## src/rtl/serial_subtractor_if.sv

```systemverilog
// Handshake and operand/result bundle for the bit-serial subtractor.
// The master drives start and the operands; the slave returns status and result.
interface serial_subtractor_if #(
  parameter int WIDTH = 8
);
  logic             start;
  logic [WIDTH-1:0] a;
  logic [WIDTH-1:0] b;
  logic             busy;
  logic             done;
  logic [WIDTH-1:0] diff;
  logic             borrow_out;

  modport master (
    output start, a, b,
    input  busy, done, diff, borrow_out
  );

  modport slave (
    input  start, a, b,
    output busy, done, diff, borrow_out
  );
endinterface

```

## src/rtl/serial_subtractor.sv

```systemverilog
// Bit-serial, LSB-first two's-complement subtractor: diff = a - b over WIDTH cycles.
// A single full-subtractor cell feeds a registered borrow; operands are captured on the
// accepted start edge, so they may change freely while the operation runs.
// diff/borrow_out only update on the completion edge and otherwise hold.
//
//   state | meaning
//   IDLE  | waiting for start; result outputs hold the last completed value
//   RUN   | one bit per clock, LSB first; busy high
//   DONE  | one-cycle done pulse; start ignored; returns to IDLE
//
// WIDTH must be >= 2.
module serial_subtractor #(
  parameter int WIDTH = 8
) (
  input  logic                 clk,
  input  logic                 rst_n,
  serial_subtractor_if.slave   sub
);

  // Bit counter only needs to reach WIDTH-1.
  localparam int               CNT_W = (WIDTH > 2) ? $clog2(WIDTH) : 1;
  localparam logic [CNT_W-1:0] LAST  = CNT_W'(WIDTH - 1);
  localparam logic [CNT_W-1:0] ONE   = CNT_W'(1);

  typedef enum logic [1:0] {
    IDLE = 2'd0,
    RUN  = 2'd1,
    DONE = 2'd2
  } state_t;

  state_t           state_q,  state_d;
  logic [WIDTH-1:0] a_sh_q,   a_sh_d;
  logic [WIDTH-1:0] b_sh_q,   b_sh_d;
  logic [WIDTH-1:0] res_q,    res_d;
  logic             borrow_q, borrow_d;
  logic [CNT_W-1:0] count_q,  count_d;
  logic [WIDTH-1:0] diff_q,   diff_d;
  logic             bo_q,     bo_d;
  logic             busy_q,   busy_d;
  logic             done_q,   done_d;

  logic             abit, bbit, bin;
  logic             d_bit, bout;
  logic [WIDTH-1:0] res_next;

  // Full-subtractor cell on the current LSBs and the registered borrow.
  always_comb begin
    abit     = a_sh_q[0];
    bbit     = b_sh_q[0];
    bin      = borrow_q;
    d_bit    = abit ^ bbit ^ bin;
    bout     = (~abit & bbit) | (~(abit ^ bbit) & bin);
    res_next = {d_bit, res_q[WIDTH-1:1]};
  end

  // Next-state and registered-output decode; busy/done follow the state being entered.
  always_comb begin
    state_d  = state_q;
    a_sh_d   = a_sh_q;
    b_sh_d   = b_sh_q;
    res_d    = res_q;
    borrow_d = borrow_q;
    count_d  = count_q;
    diff_d   = diff_q;
    bo_d     = bo_q;
    busy_d   = 1'b0;
    done_d   = 1'b0;

    case (state_q)
      IDLE: begin
        if (sub.start) begin
          a_sh_d   = sub.a;
          b_sh_d   = sub.b;
          borrow_d = 1'b0;
          count_d  = '0;
          state_d  = RUN;
          busy_d   = 1'b1;
        end
      end

      RUN: begin
        res_d    = res_next;
        a_sh_d   = a_sh_q >> 1;
        b_sh_d   = b_sh_q >> 1;
        borrow_d = bout;
        count_d  = count_q + ONE;
        if (count_q == LAST) begin
          // Result must include the bit being produced on this edge.
          diff_d  = res_next;
          bo_d    = bout;
          state_d = DONE;
          done_d  = 1'b1;
        end else begin
          busy_d  = 1'b1;
        end
      end

      DONE: begin
        state_d = IDLE;
      end

      default: begin
        state_d = IDLE;
      end
    endcase
  end

  // State and datapath registers; reset aborts any operation in flight.
  always_ff @(posedge clk or negedge rst_n) begin
    if (!rst_n) begin
      state_q  <= IDLE;
      a_sh_q   <= '0;
      b_sh_q   <= '0;
      res_q    <= '0;
      borrow_q <= 1'b0;
      count_q  <= '0;
      diff_q   <= '0;
      bo_q     <= 1'b0;
      busy_q   <= 1'b0;
      done_q   <= 1'b0;
    end else begin
      state_q  <= state_d;
      a_sh_q   <= a_sh_d;
      b_sh_q   <= b_sh_d;
      res_q    <= res_d;
      borrow_q <= borrow_d;
      count_q  <= count_d;
      diff_q   <= diff_d;
      bo_q     <= bo_d;
      busy_q   <= busy_d;
      done_q   <= done_d;
    end
  end

  assign sub.busy       = busy_q;
  assign sub.done       = done_q;
  assign sub.diff       = diff_q;
  assign sub.borrow_out = bo_q;

endmodule

```

## src/flat_wrapper.sv

```systemverilog
// flat-port wrapper written by rule: the top's interface ports become plain ports
module serial_subtractor_flat 
#(
  parameter int WIDTH = 8
)
  (clk, rst_n, sub_start, sub_a, sub_b, sub_busy, sub_done, sub_diff, sub_borrow_out);
  serial_subtractor_if #(.WIDTH(WIDTH)) sub_i ();
  input  logic clk;
  input  logic rst_n;
  input wire logic [$bits(sub_i.start)-1:0] sub_start;
  input wire logic [$bits(sub_i.a)-1:0] sub_a;
  input wire logic [$bits(sub_i.b)-1:0] sub_b;
  output wire logic [$bits(sub_i.busy)-1:0] sub_busy;
  output wire logic [$bits(sub_i.done)-1:0] sub_done;
  output wire logic [$bits(sub_i.diff)-1:0] sub_diff;
  output wire logic [$bits(sub_i.borrow_out)-1:0] sub_borrow_out;
  assign sub_i.start = sub_start;
  assign sub_i.a = sub_a;
  assign sub_i.b = sub_b;
  assign sub_busy = sub_i.busy;
  assign sub_done = sub_i.done;
  assign sub_diff = sub_i.diff;
  assign sub_borrow_out = sub_i.borrow_out;
  serial_subtractor #(.WIDTH(WIDTH)) u_core (.clk(clk), .rst_n(rst_n), .sub(sub_i));
endmodule
```

## config.mk

```make
export PLATFORM = sky130hd
export DESIGN_NAME = serial_subtractor_flat
export DESIGN_NICKNAME = d
export VERILOG_FILES = /design/src/rtl/serial_subtractor_if.sv /design/src/rtl/serial_subtractor.sv /design/src/flat_wrapper.sv
export SDC_FILE = /design/constraint.sdc
export NUM_CORES = 1
export LEC_CHECK = 0
export ABC_AREA = 1
export BUFFER_PORTS_ARGS = -buffer_cell sky130_fd_sc_hd__buf_2
export CORE_MARGIN = 2
export CORE_UTILIZATION = 31
export CTS_CLUSTER_DIAMETER = 80
export DETAILED_ROUTE_END_ITERATION = 8
export RECOVER_POWER = 100
export SKIP_CTS_REPAIR_TIMING = 1
export SLEW_MARGIN = 40
export SYNTH_ARGS = -nofsm -noshare
export SYNTH_HDL_FRONTEND = slang
export SYNTH_SLANG_ARGS = --single-unit
```

## constraint.sdc

```tcl
create_clock -name clk -period 1.73 [get_ports clk]
set_input_delay 0.2595 -clock clk [delete_from_list [all_inputs] [get_ports clk]]
set_output_delay 0.2595 -clock clk [all_outputs]
set_load 0.02 [all_outputs]
```

==> metrics.yaml <==
cts.reportedPaths.clkPinSlew_ns: 0.08
r2r_slack_ns: 0.30
dp_hpwl_um: 2427
routabilityCongestion: 0.6886
powerDensity_nw_per_um2: 1792
firstDrtPassIters: 4
drv_slew: 0
outcome: "finished, final reports clean"
nNetsFinal: 261
max_freq_mhz: 700.5
setup_violations: 0
syn_inst: 206
drc_errors: 0
avgSynthCellArea_um2: 8.752
netlist-cell-type-count: 17
die_w_um: 80.27
ff2ff_path_depth: 4
finalCriticalPeriod_ns: 1.427
clockBufferDepth: 2
dr.first_iter.drc_count: 101
pwr-share-comb_pct: 36.9
syn_nets: 228
hold_class: "input port to flop"
seq_area_frac_synth_pct: 55.52
clock_skew_ns: 0.006231
io_buffers: 29
netlist_area_um2: 1803
timing.rr.start: "u_core.state_q[0]"
p_int_w: 0.002248
final.period_utilization_pct: 82.51
fill_cells: 599
tightestPinTransition_ns: 1.136
fin_util_pct: 37.51
n_antenna_cell: 0
clock_power_share_pct: 20.9
crit_type: "flop to flop"
insertion_delay_ns: 0.30
vias: 1387
min_to: "u_core.b_sh_q[7]"
grt_antenna_before_repair: 0
ys_ff_latch: 40
start_util_pct: 32.35
crit_required_ns: 1.90
rsz0062_at_grt: "no"
grt_max_degree: 33
yosys_warnings: 0
path_max_fanout: 9
min_path_cells: 3
clockRootBuffer: "clkbuf_8"
dieArea_um2: 6442
wl_per_cell_um: 11.58
grt-ovfl-total: 0
grt_pass1_wl_um: 6134
die_y_um: 80.27
htree_num_levels: 2
r2r-end: "u_core.state_q[0]"
core_um2: 5574
tns_ns: 0
grt_use_total_pct: 12.51
crit_path_end_kind: "flop"
p_sw_share_pct: 40.00
hp-start: "sub_b[7]"
cts_tree: "done"
final-hold-violation-count: 0
p_switching_w: 0.001499
startpoint_type: "flop"
syn2layout_area_growth_pct: 15.96
relSlewSlack_pct: 24.27
vias_per_cell: 4.446
cp_cell_sequence: "clkbuf_1 > nor2_1 > nand2_1 > o21ai_0"
critPathArrivalTime_ns: 1.60
clkSinkCount: 40
ant_nets: 0
grt_pass1_vias: 1337
seq_power_share_pct: 42.2
numCtsBuffers: 5
drive_above_1_share_pct: 14.58
ios: 30
wl_um: 3612
fp-row-count: 27
slowest_stage: "dfrtp_1"
slowest_delay_ns: 0.62
ir_drop_uv: 448.2
leakage_nw: 1.094
drv_cap: 0
[placed cells by master, fill, tap and decap left out, types with 3 or more instances in the layout]
cell type  synthesis  layout
clkbuf_8           0       5
dfrtp_1           40      40
nand2_1           99      99
buf_4              1       3
clkbuf_1           0      14
buf_2              5      17
inv_1              9       9
o21ai_0            0      18
nand3_1           18      18
[power groups by stage]
stage / clock network (W) / registers, W / logic, W
final: 0.000785 / 0.00158 / 0.00138
after global routing: 0.000838 / 0.00164 / 0.00163
after CTS: 0.000813 / 0.00158 / 0.00156
after detailed placement: 0 / 0.00160 / 0.00156
after global placement: 0 / 0.00159 / 0.00153
after floorplan: 0 / 0.00167 / 0.00112
[layout make-up]
cell class	count	area, um^2	area share [%]
sequential	40	1001	47.88
inverter	13	51.30	2.454
tap	72	90.09	4.309
clock inverter	3	46.29	2.214
clock buffer	5	68.82	3.291
timing repair buffer	36	190.2	9.096
multi-input combinational	143	643.1	30.76
[sequential cells by signal (all words and copies together), names as in the netlist]
register,cells
u_core.sub.diff,8
u_core.sub.borrow_out,1
u_core.sub.done,1
u_core.a_sh_q,8
u_core.bin,1
u_core.b_sh_q,8
u_core.res_q,7
u_core.sub.busy,1
u_core.state_q,2
u_core.count_q,3
[stage by stage]
stage               hold WS, ns  worst slack [ns]  power (W)  area (um^2)  std cells
floorplan              -0.03609            0.4712   0.002791         1803        206
global placement         0.2391            0.3344   0.003122         2018        303
detailed placement       0.2416            0.2760   0.003157         2018        303
CTS                    -0.08918            0.2652   0.003959         2133        311
global route             0.2186            0.1337   0.004108         2091        312
finish                   0.2179            0.3025   0.003747         2091        312
[routing by layer]
metal / track usage, % / part of all wire, % / wire [um]
met2: 18.83 / 46 / 1674
met5: 0 / 0 / 0
met1: 16.57 / 47 / 1702
met4: 6.610 / 2.5 / 91
met3: 3.034 / 4.0 / 144
[kinds of logic after synthesis]
kind of cell               Yosys count  synth area share, %
buffers and inverters               23                7.148
and+or+nand+nor                    120                27.41
AOI/OAI and AO/OA                   20                7.425
adders and majority gates            3                2.498
DFF                                 40                55.52
[Yosys cell counts, drive strengths merged]
cell,instances,area share (%)
nand3,19,6.0
ha,2,1.4
nor2,1,0.21
dfrtp,40,56
o21ai,20,7.4
clkinv,1,0.21
inv,12,2.6
fa,1,1.1
buf,10,4.3
nand2,100,21
[worst max-delay path, delay by kind of cell (launching register included)]
family          cells  cell delay [ns]
flops               1             0.62
compound gates      1             0.08
buf+inv             1             0.36
simple gates        2             0.24
[worst max-delay path by stage]
stage / start / to / slack [ns]
global placement: u_core.count_q[0] / u_core.sub.diff[0] / 0.33
global route: rst_n / u_core.a_sh_q[3] / 0.13
CTS: u_core.count_q[0] / u_core.sub.diff[0] / 0.27
finish: u_core.state_q[0] / u_core.state_q[0] / 0.30
floorplan: u_core.count_q[0] / u_core.sub.diff[0] / 0.47
detailed placement: u_core.count_q[0] / u_core.sub.diff[0] / 0.28
Power figures use the tool's default switching activity.
